### src/rtl/tinker_pkg.sv
// Shared types for the Tinker core memory-port arbiter.
package tinker_pkg;

   typedef enum logic [1:0] {
      ARB_IDLE = 2'd0,
      ARB_BUSY = 2'd1,
      ARB_RESP = 2'd2
   } arb_state_t;

   typedef enum logic {
      REQ_IF = 1'b0,
      REQ_LS = 1'b1
   } req_id_t;

   localparam int unsigned MEM_LAT_MAX = 15;

endpackage

### src/rtl/arb_pick.sv
// Combinational winner select between fetch and load/store requesters.
// Tie rule: round robin when ARB_ROUND_ROBIN_EN is defined, else load/store priority.
module arb_pick
   import tinker_pkg::*;
(
   input  logic    if_req,
   input  logic    ls_req,
   input  req_id_t last_id,
   output req_id_t winner
);

`ifdef ARB_ROUND_ROBIN_EN
`else
   logic unused_last_id;
   assign unused_last_id = last_id;
`endif

   always_comb begin
      winner = REQ_IF;
      if (if_req && ls_req) begin
`ifdef ARB_ROUND_ROBIN_EN
         winner = (last_id == REQ_IF) ? REQ_LS : REQ_IF;
`else
         winner = REQ_LS;
`endif
      end else if (ls_req) begin
         winner = REQ_LS;
      end
   end

endmodule

### src/rtl/mem_port_arbiter.sv
// Shares the unified memory between instruction fetch and load/store requesters.
// Optional round-robin tie rule via the ARB_ROUND_ROBIN_EN macro.
module mem_port_arbiter
   import tinker_pkg::*;
#(
   parameter int unsigned MEM_LAT = 2,
   parameter int unsigned ADDR_W  = 64
) (
   input  logic              clk,
   input  logic              reset_n,
   input  logic              if_req,
   input  logic [ADDR_W-1:0] if_addr,
   output logic              if_gnt,
   output logic              if_rvalid,
   output logic [31:0]       if_rdata,
   input  logic              ls_req,
   input  logic              ls_we,
   input  logic [ADDR_W-1:0] ls_addr,
   input  logic [63:0]       ls_wdata,
   output logic              ls_gnt,
   output logic              ls_rvalid,
   output logic [63:0]       ls_rdata,
   output logic              mem_en,
   output logic              mem_we,
   output logic [ADDR_W-1:0] mem_addr,
   output logic [63:0]       mem_wdata,
   input  logic [63:0]       mem_rdata,
   output logic              busy
);

   localparam int unsigned CntW = $clog2(MEM_LAT + 1);

   arb_state_t     state_q;
   logic [CntW-1:0] cnt_q;
   req_id_t        id_q;
   logic           we_q;
   req_id_t        last_id;
   req_id_t        winner;

   arb_pick u_arb_pick (
      .if_req  (if_req),
      .ls_req  (ls_req),
      .last_id (last_id),
      .winner  (winner)
   );

`ifdef ARB_ROUND_ROBIN_EN
   req_id_t last_q;
   assign last_id = last_q;

   always_ff @(posedge clk) begin
      if (!reset_n) begin
         last_q <= REQ_IF;
      end else if (state_q == ARB_IDLE && (if_req || ls_req)) begin
         last_q <= winner;
      end
   end
`else
   assign last_id = REQ_IF;
`endif

   always_ff @(posedge clk) begin
      if (!reset_n) begin
         state_q   <= ARB_IDLE;
         cnt_q     <= '0;
         id_q      <= REQ_IF;
         we_q      <= 1'b0;
         if_gnt    <= 1'b0;
         if_rvalid <= 1'b0;
         if_rdata  <= '0;
         ls_gnt    <= 1'b0;
         ls_rvalid <= 1'b0;
         ls_rdata  <= '0;
         mem_en    <= 1'b0;
         mem_we    <= 1'b0;
         mem_addr  <= '0;
         mem_wdata <= '0;
         busy      <= 1'b0;
      end else begin
         unique case (state_q)
            ARB_IDLE: begin
               if (if_req || ls_req) begin
                  state_q <= ARB_BUSY;
                  busy    <= 1'b1;
                  id_q    <= winner;
                  cnt_q   <= CntW'(MEM_LAT - 1);
                  mem_en  <= 1'b1;
                  if (winner == REQ_LS) begin
                     mem_addr  <= ls_addr;
                     mem_wdata <= ls_wdata;
                     mem_we    <= ls_we;
                     we_q      <= ls_we;
                     ls_gnt    <= 1'b1;
                  end else begin
                     mem_addr  <= if_addr;
                     mem_wdata <= '0;
                     mem_we    <= 1'b0;
                     we_q      <= 1'b0;
                     if_gnt    <= 1'b1;
                  end
               end
            end
            ARB_BUSY: begin
               // Grant and write strobe live only in the first BUSY cycle.
               if_gnt <= 1'b0;
               ls_gnt <= 1'b0;
               mem_we <= 1'b0;
               if (cnt_q == '0) begin
                  state_q <= ARB_RESP;
                  mem_en  <= 1'b0;
                  if (id_q == REQ_LS) begin
                     ls_rvalid <= 1'b1;
                     ls_rdata  <= we_q ? 64'd0 : mem_rdata;
                  end else begin
                     if_rvalid <= 1'b1;
                     if_rdata  <= mem_rdata[31:0];
                  end
               end else begin
                  cnt_q <= cnt_q - 1'b1;
               end
            end
            ARB_RESP: begin
               state_q   <= ARB_IDLE;
               busy      <= 1'b0;
               if_rvalid <= 1'b0;
               ls_rvalid <= 1'b0;
            end
            default: begin
               state_q <= ARB_IDLE;
            end
         endcase
      end
   end

endmodule
### config.mk
export PLATFORM = sky130hd
export DESIGN_NAME = mem_port_arbiter
export DESIGN_NICKNAME = d
export VERILOG_FILES = /design/src/rtl/tinker_pkg.sv /design/src/rtl/arb_pick.sv /design/src/rtl/mem_port_arbiter.sv
export SDC_FILE = /design/constraint.sdc
export NUM_CORES = 1
export LEC_CHECK = 0
export CAP_MARGIN = 20
export CORE_AREA = 2 2 194 196
export DETAILED_ROUTE_END_ITERATION = 8
export DIE_AREA = 0 0 196 198
export PLACE_DENSITY = 0.65
export REMOVE_ABC_BUFFERS = 1
export SLEW_MARGIN = 10
export SYNTH_ARGS = -nofsm -noshare
export SYNTH_HDL_FRONTEND = slang
export SYNTH_SLANG_ARGS = --single-unit
### constraint.sdc
create_clock -name clk -period 1.4 [get_ports clk]
set_input_delay 0.28 -clock clk [delete_from_list [all_inputs] [get_ports clk]]
set_output_delay 0.28 -clock clk [all_outputs]
set_load 0.02 [all_outputs]
==> metrics.txt, run 1 <==
total die area=0.0388 mm2; Clock H-tree levels=1; multi-input logic area=0.00477 mm2; combinational power share=between 20 and 30%; xor/xnor cell area share of the yosys netlist=0%; clk slew on worst S/H paths=approximately 0.06 ns; Final Hold Viols=0; CP Data Required Time=1.84 ns; r2r endpoint=cnt_q[1]; synthesized area=between 0.009 and 0.01 mm2; adder-cell share of the synthesized area=0.258%; failing checks=setup timing; status=finished, violations left; post-layout min period=1.48 ns; crit path capture type=flop; PwrDens=~1200 mW/mm2; Synth Flop Type=dfxtp_1; RSZ-0062 raised after global routing=yes; Inserted Clock Buffers=27; largest net degree at the start of global routing=67; CTS Hold Bufs=0; ANT nets after route=0; DRT Wirelength=38300 um; Startpoint Class=flop; CP Class=flop to flop; Synth cell types=39; largest cells by area after synthesis=dfxtp_1 49%, a21oi_1 10%, nand2_1 7.5%; Rows=71; FF/Latch Area=0.00475 mm2; initial antenna violation count=0; DRC=0; reg2reg start=cnt_q[1]; part of the power in registers=38.3%; core box area=0.0370 mm2; HPWL after DPL=25700 um; antenna cells=0; worst clock skew=approximately 0.032 ns; leading area contributor after synthesis=dfxtp_1; Fmax=677 MHz; EDFF count, synth=0; Die W=196 um; area delta synth->final=67.2%; global-route wire length before repair=between 50000 and 60000 um; WP data arrival=1.92 ns; Setup WS pre-CTS=-0.416 ns; sw frac=29.6%; Yosys reg bits=237; simple-gate share of the synthesized area=14.2%; Remaining Overflow, GRT=0; CTS max path bufs=3; CP startpoint=cnt_q[1]; clk_lat worst skew=approximately 0.56 ns; Setup violations, final=49; CP Max Fanout=5; setup ws final=-0.0774 ns; GR Util met1=a little over a fifth; Final Wtd Congestion=0.844; Initial Util=a little over a quarter; port bufs=~490; CTS sink count=237; CTS tree=yes; Die Ht=just under 200 um; Starting DRT DRC Count=366; clock share of power=36.3%; vias in the first global route=9613; ys async rst share=0%; maximum vdd ir drop=0.000728 V; routed via count=9871; Syn Inst Count=1066; met2 Usage GRT=30.7%; setup TNS=-1.05 ns; final period utilization=106%; Via density=4.77; fraction of layout cells with a size suffix above 1=between 30 and 40%; wire per inst=18.5 um; Worst R2R Path Depth=8; post-synthesis sequential area ratio=~49%; Avg Cell Area, Syn=slightly above 9 um2; boundary pin count=492; power consumption=roughly 20 mW; DR pass1 iterations=5; Yosys top cell area share=48.9%; max cap viols=0; Slew HR=80.0%; YS warnings=0; GRT busiest layer=met2; Layout Utilization=43.9%; largest family of logic cells by synthesized area=compound AO/OA/AOI/OAI gates; r2r setup slk=-0.08 ns; Int Pwr=~14 mW; Pins Over Slew Limit=0; Sw Pwr=5.83 mW; GR Util All Layers=17.6%; crit path to=cnt_q[1]; total of fill cells in the finished design=3653; clk root buf=clkbuf_16; Nets=1841; Worst Hold Class=input port to flop; Leakage=6.59 nW; proportion of synthesized area in mux cells=6.61%; met3 Use GR=between 3 and 4%; compound-cell area share of the yosys netlist=23.6%; actual slew at the worst max-slew pin=just under 0.3 ns
[what timing repair did]
action / CTS / global route
resized for setup: 989 / 131
setup endpoints to repair: 393 / 188
cloned: 5 / 10
pin swaps: 58 / 112
buffers inserted: 10 / 7
[cell families after synthesis]
kind of cell,after synthesis
AOI/OAI and AO/OA,369
and+or+nand+nor,283
DFF,237
buffers and inverters,111
muxes,64
adders and majority gates,2
[cells in the mapped netlist, drive strengths merged, types with 4 or more instances]
cell type and n:
dfxtp 237, nor2 11, mux2i 64, o21ai 66, a211oi 65, nand3b 64
a21oi 231, clkbuf 52, buf 55, nand2 194, inv 4
[flip-flops by register name, indices dropped and copies added, names as in the netlist]
signal and cells:
state_q 2, we_q 1, if_gnt 1, if_rdata 32, mem_addr 64, ls_rvalid 1, ls_rdata 64, if_rvalid 1
busy 1, mem_wdata 64, cnt_q 2, ls_gnt 1, id_q 1, mem_en 1, mem_we 1
[cell type report]
type                            instances  area share (%)
Clock buffer                           36            4.56
Clock inverter                         10           0.833
Inverter                                4           0.139
Multi-Input combinational cell        718            29.4
Sequential cell                       237            29.3
Tap cell                              474            3.66
Timing Repair Buffer                  590            32.1
[metrics by stage]
stage	hold slack (ns)	std cells	instance area (um2)
global placement	0.438	1997	15400
floorplan	0.398	959	9080
detailed placement	0.443	1997	15400
CTS	0.144	2058	15600
global route	0.172	2069	16200
finish	0.154	2069	16200
[routing by layer]
| metal | vias up | share of wire [%] |
|---|---|---|
| li1 | 4750 | - |
| met1 | 4728 | 41 |
| met2 | 331 | 49 |
| met3 | 62 | 7.1 |
| met4 | 0 | 2.7 |
| met5 | - | 0 |
[critical path: stages (launching register included)]
cell and delay [ns]:
dfxtp_2 0.33, inv_2 0.05, ha_4 0.17, buf_4 0.13, buf_4 0.13, nor3b_2 0.15
buf_4 0.15, a21oi_4 0.04, a32o_1 0.21
[worst min-delay path by stage]
stage / from / to / slack (ns) / cells past startpoint
CTS: ls_req / ls_gnt / 0.14 / 3
finish: ls_req / ls_gnt / 0.15 / 3
floorplan: reset_n / mem_en / 0.40 / 1
global placement: ls_rdata[54] / ls_rdata[54] / 0.44 / 2
global route: ls_req / ls_gnt / 0.17 / 3
detailed placement: ls_rdata[1] / ls_rdata[1] / 0.44 / 2
[power groups by stage]
stage               registers, mW  logic, mW  clock network (mW)
finish                       7.56       5.02                7.16
global route                 7.61       5.35                7.58
CTS                          7.55       4.70                7.34
detailed placement           7.70       4.85                   0
global placement             7.68       4.81                   0
floorplan                    8.30       1.41                   0
[cells in the final DEF, fill, tap and decap left out, types with 10 or more instances in the layout]
master,instances
a21oi_1,151
buf_12,29
dfxtp_1,229
clkbuf_16,35
nand2_2,19
a211oi_2,37
buf_6,18
buf_2,200
clkdlybuf4s50_1,259
nand2_4,11
a211oi_1,28
o21ai_1,10
mux2i_1,64
buf_4,71
nand3b_1,64
a21oi_2,79
nand2_1,164
o21ai_0,56
Note: power is estimated with default switching activity, not from simulation.
==> run 2: changes to the inputs <==
--- a/config.mk
+++ b/config.mk
@@ -7,9 +7,11 @@
 export LEC_CHECK = 0
 export CAP_MARGIN = 20
 export CORE_AREA = 2 2 194 196
+export CTS_BUF_LIST = sky130_fd_sc_hd__clkbuf_16
 export DETAILED_ROUTE_END_ITERATION = 8
 export DIE_AREA = 0 0 196 198
 export PLACE_DENSITY = 0.65
+export RECOVER_POWER = 100
 export REMOVE_ABC_BUFFERS = 1
 export SLEW_MARGIN = 10
 export SYNTH_ARGS = -nofsm -noshare
==> run 2 against run 1 <==
The run still ends with setup timing left; wire length increased by 0.59%; combinational power increased by 2%; register-to-register slack about the same; total power decreased by 0.47%.
==> metrics.txt, run 2 (synthesis gave the netlist of run 1 again) <==
status=finished, violations left; failing checks=setup timing; cell family with most CP delay=buffers and inverters; DR pass1 iterations=4; Pins Over Slew Limit=0; Int Pwr=13.7 mW; worst clock skew=0.0309 ns; Top Registers=ls_rdata: 64 flops, mem_addr: 64 flops, mem_wdata: 64 flops; initial antenna violation count=0; GRT busiest layer=met2; CP Data Required Time=1.84 ns; core box area=0.0370 mm2; total die area=roughly 0.039 mm2; DRT Wirelength=38500 um; CP Class=flop to flop; sw frac=30.1%; crit-path most repeated cell=buf_4; setup TNS=-2.68 ns; CTS Hold Bufs=0; Remaining Overflow, GRT=0; global-route wire length before repair=about 55000 um; Fmax=a little under 700 MHz; Final Wtd Congestion=around 0.84; Setup violations, final=roughly 110; Sw Pwr=5.91 mW; part of the power in registers=38.6%; FF/Latch Area=0.00476 mm2; Worst Hold Class=input port to flop; hold_ws=around 0.15 ns; CTS tree=yes; Nets=1845; actual slew at the worst max-slew pin=between 0.2 and 0.3 ns; clk slew on worst S/H paths=0.06 ns; Cell Count Post-Placement=1997; max cap viols=0; Leakage=between 6 and 7 nW; largest net degree at the start of global routing=67; WP data arrival=1.92 ns; commonest non-fill, non-tap cells in the layout=259 x clkdlybuf4s50_1, 221 x dfxtp_1, 152 x clkbuf_2; post-layout min period=1.48 ns; CP Max Fanout=5; GR Util All Layers=17.6%; most common cell after layout, fill and taps aside=clkdlybuf4s50_1; Inserted Clock Buffers=27; Via density=between 4 and 5; wire per inst=18.6 um; reg2reg start=cnt_q[1]; met3 Use GR=under 10%; GR Util met1=between 20% and 30%; setup ws final=-0.0831 ns; Die W=between 150 and 200 um; maximum vdd ir drop=0.000726 V; Clock H-tree levels=1; cell breakdown of the critical path=inv_2 -> ha_4 -> buf_4 -> buf_6 -> nor3b_2 -> buf_4 -> a21oi_4 -> a32o_1; HPWL after DPL=between 20000 and 30000 um; worst path buffer plus inverter count=4; crit path capture type=flop; power consumption=19.6 mW; clock share of power=35.4%; Worst path slowest cell=dfxtp_2; Starting DRT DRC Count=352; CTS sink count=237; hold path start=ls_req; Final Hold Viols=0; Slew HR=80.3%; Die Ht=between 150 and 200 um; clk_lat worst skew=between 0.5 and 0.6 ns; final cell count without fillers=2073; combinational power share=between 20% and 30%; Initial Util=26.2%; antenna cells=0; CP startpoint=cnt_q[1]; dpl cell area=roughly 0.015 mm2; fraction of layout cells with a size suffix above 1=35.3%; Rows=71; CTS max path bufs=3; DRC=0; vias in the first global route=9612; port bufs=491; area delta synth->final=68.6%; PwrDens=around 1200 mW/mm2; Startpoint Class=flop; final instance area=approximately 0.016 mm2; multi-input logic area=roughly 0.0049 mm2; worst stage delay on the critical path=~0.33 ns; RSZ-0062 raised after global routing=yes; routed via count=9896; final period utilization=106%; boundary pin count=around 500; clk root buf=clkbuf_16; ANT nets after route=0; met2 Usage GRT=30.7%; total of fill cells in the finished design=3624
==> run 2: changes by cell type in the layout (fill, tap and decap cells not counted), moves of 3 or more <==
cell / previous run / this run
clkbuf_2: 0 / 152
nand2_1: 164 / 149
dfxtp_1: 229 / 221
nand2_4: 11 / 25
clkbuf_1: 6 / 1
inv_1: 1 / 7
buf_2: 200 / 47
clkinv_1: 0 / 3
dfxtp_2: 8 / 16
==> run 2: power by group through the flow <==
stage	Clock (mW)	Combinational (mW)	Sequential (mW)
2_1_floorplan	0	1.41	8.30
3_3_place_gp	0	4.81	7.68
3_5_place_dp	0	4.85	7.70
4_1_cts	7.13	4.70	7.55
5_1_grt	7.37	5.43	7.64
6_report	6.96	5.11	7.59
==> run 2: layout make-up <==
class / instances / share of cell area (%)
Timing Repair Buffer: 594 / 32.1
Multi-Input combinational cell: 718 / 29.8
Sequential cell: 237 / 29.2
Clock buffer: 27 / 4.13
Tap cell: 474 / 3.63
Clock inverter: 19 / 1.03
Inverter: 4 / 0.138
==> run 2: metrics by stage <==
| stage | utilization [%] | setup WS [ns] |
|---|---|---|
| floorplan | - | -1.99 |
| global placement | 41.8 | -0.331 |
| detailed placement | 41.8 | -0.416 |
| CTS | 42.2 | -0.0691 |
| global route | 44.2 | -0.136 |
| finish | 44.2 | -0.0831 |
==> run 2: worst register-to-register path, stage by stage, from the launching register on <==
cell and delay, ns:
dfxtp_2 0.33, inv_2 0.05, ha_4 0.17, buf_4 0.13
buf_6 0.11, nor3b_2 0.17, buf_4 0.15, a21oi_4 0.04
a32o_1 0.22
==> run 2: worst paths after layout <==
| check | to | slack, ns | depth (start not counted) |
|---|---|---|---|
| max | cnt_q[1] | -0.08 | 8 |
| min | ls_gnt | 0.15 | 3 |
| max reg2reg | cnt_q[1] | -0.08 | 8 |
| min reg2reg | ls_rdata[28] | 0.45 | 2 |
==> run 2: metal layers <==
metal	share of wire (%)	vias to the layer above
met1	42	4736
met2	48	329
met3	6.8	60
li1	-	4771
met4	2.7	0
met5	0	-
==> run 2: timing repair <==
action	CTS	global route
setup buffers	10	10
gates cloned	5	12
resized for setup	989	184
setup endpoints to repair	393	188
pin swaps	57	122
==> run 3: changes to the inputs <==
--- a/config.mk
+++ b/config.mk
@@ -6,14 +6,16 @@
 export NUM_CORES = 1
 export LEC_CHECK = 0
 export CAP_MARGIN = 20
-export CORE_AREA = 2 2 194 196
+export CORE_AREA = 2 2 189 191
 export CTS_BUF_LIST = sky130_fd_sc_hd__clkbuf_16
+export CTS_CLUSTER_SIZE = 8
 export DETAILED_ROUTE_END_ITERATION = 8
-export DIE_AREA = 0 0 196 198
+export DIE_AREA = 0 0 191 193
 export PLACE_DENSITY = 0.65
 export RECOVER_POWER = 100
 export REMOVE_ABC_BUFFERS = 1
-export SLEW_MARGIN = 10
+export SLEW_MARGIN = 20
 export SYNTH_ARGS = -nofsm -noshare
 export SYNTH_HDL_FRONTEND = slang
+export SYNTH_HIERARCHICAL = 1
 export SYNTH_SLANG_ARGS = --single-unit
==> run 3 against run 2 <==
The flow still finishes with violations (setup timing); area after synthesis is 7.7% lower; total power up 0.53%; via count decreased by 5.3%; register-to-register slack about the same; combinational power shrank 6.8%; cell count down 6.2%.
==> metrics.txt, run 3 <==
DRT Wirelength=38000 um; status=finished, violations left; area delta synth->final=81.6%; Layout Utilization=46.5%; core box area=0.0350 mm2; Worst path slowest cell=dfxtp_4; Top Registers=ls_rdata: 64 flops, mem_addr: 64 flops, mem_wdata: 64 flops; Initial Util=25.6%; Clock H-tree levels=2; total die area=between 0.03 and 0.04 mm2; clk slew on worst S/H paths=0.05 ns; YS warnings=6; Nets=~1700; Cell Count Post-Placement=around 1900; most common cell after layout, fill and taps aside=clkdlybuf4s50_1; Avg Cell Area, Syn=9.71 um2; actual slew at the worst max-slew pin=0.400 ns; Via density=4.82; largest net degree at the start of global routing=65; global-route wire length before repair=around 53000 um; ANT nets after route=0; Starting DRT DRC Count=~330; Leakage=around 6.8 nW; WP data arrival=1.95 ns; power consumption=19.8 mW; worst path buffer plus inverter count=3; cell breakdown of the critical path=or2_4 -> nor4_4 -> buf_4 -> buf_8 -> clkbuf_16 -> a22o_1; CTS Hold Bufs=0; cell family with most CP delay=buffers and inverters; synthesized area=0.00895 mm2; antenna cells=0; crit path capture type=flop; Remaining Overflow, GRT=0; maximum vdd ir drop=approximately 0.00069 V; CTS max path bufs=3; vias in the first global route=9266; Pins Over Slew Limit=0; max cap viols=0; post-layout min period=1.50 ns; setup ws final=-0.0980 ns; Setup violations, final=184; CP Max Fanout=6; boundary pin count=492; CTS tree=yes; DRC=0; Slew HR=between 70% and 80%; HPWL after DPL=24200 um; Die Ht=about 190 um; Final Wtd Congestion=0.783; initial antenna violation count=0; final period utilization=107%; PwrDens=1220 mW/mm2; worst stage delay on the critical path=0.35 ns; GR Util All Layers=18.4%; CP Data Required Time=between 1.5 and 2 ns; wire per inst=19.6 um; clk_lat worst skew=roughly 0.51 ns; worst clock skew=0.0154 ns; RSZ-0062 raised after global routing=yes; Worst Hold Class=input port to flop; Rows=69; Inserted Clock Buffers=35; Fmax=668 MHz; setup TNS=-6.49 ns; Final Hold Viols=0; DR pass1 iterations=5; CTS sink count=237; Die W=roughly 190 um; routed via count=9372; failing checks=setup timing; fraction of layout cells with a size suffix above 1=between 30% and 40%; final cell count without fillers=just under 2000; port bufs=491; total of fill cells in the finished design=3280; CP Class=flop to flop; commonest non-fill, non-tap cells in the layout=259 x clkdlybuf4s50_1, 232 x dfxtp_1, 215 x buf_2; Syn Inst Count=922; clk root buf=clkbuf_16; Startpoint Class=flop
-- run 3: power breakdown --
part	total, mW	switching [mW]	leakage, nW	internal [mW]
clock network	7.45	2.92	0.459	4.52
registers	7.55	0.278	1.94	7.27
logic	4.76	2.38	4.38	2.38
-- run 3: worst reg2reg max path: stages, from the launching register on --
cell and delay (ns):
dfxtp_4 0.35, or2_4 0.29, nor4_4 0.18, buf_4 0.19, buf_8 0.14, clkbuf_16 0.16, a22o_1 0.14
-- run 3: metrics by stage --
stage	setup slack, ns	hold slack, ns	cell area [um2]
2_1_floorplan	-3.10	0.398	8510
3_3_place_gp	-0.394	0.437	14800
3_5_place_dp	-0.376	0.443	14800
4_1_cts	-0.0938	0.141	15900
5_1_grt	-0.154	0.150	16200
6_report	-0.0980	0.156	16200
-- run 3: metal layers --
metal / share of wire (%) / up-vias / track usage [%] / wire length (um)
li1: - / 4423 / - / -
met2: 51 / 406 / 33.2 / 19300
met5: 0 / - / 0 / 0
met4: 2.5 / 0 / 5.72 / 950
met1: 39 / 4486 / 21.2 / 14700
met3: 7.9 / 57 / 4.81 / 3010
-- run 3: worst paths after layout --
kind,from,to,slack [ns],cells past startpoint
setup reg to reg,state_q[0],mem_wdata[12],-0.1,6
hold reg to reg,ls_rdata[44],ls_rdata[44],0.44,2
hold / removal,ls_req,we_q,0.16,3
setup / recovery,state_q[0],mem_wdata[12],-0.1,6
-- run 3: layout make-up --
cell class              count  area, um2  area share, %
clock buffers              36        901           5.54
clock inverters             3       30.0          0.185
inverters                   5       23.8          0.146
multi-input cells         587       4260           26.2
flip-flops and latches    237       4750           29.3
well taps                 461        577           3.55
repair buffers            615       5700           35.1
-- run 3: timing repair --
item / 4_1_cts / 5_1_grt
pin swaps: 39 / 34
setup endpoints to repair: 405 / 281
resized for setup: 967 / 162
gates cloned: 15 / 14
buffers inserted: 26 / 4
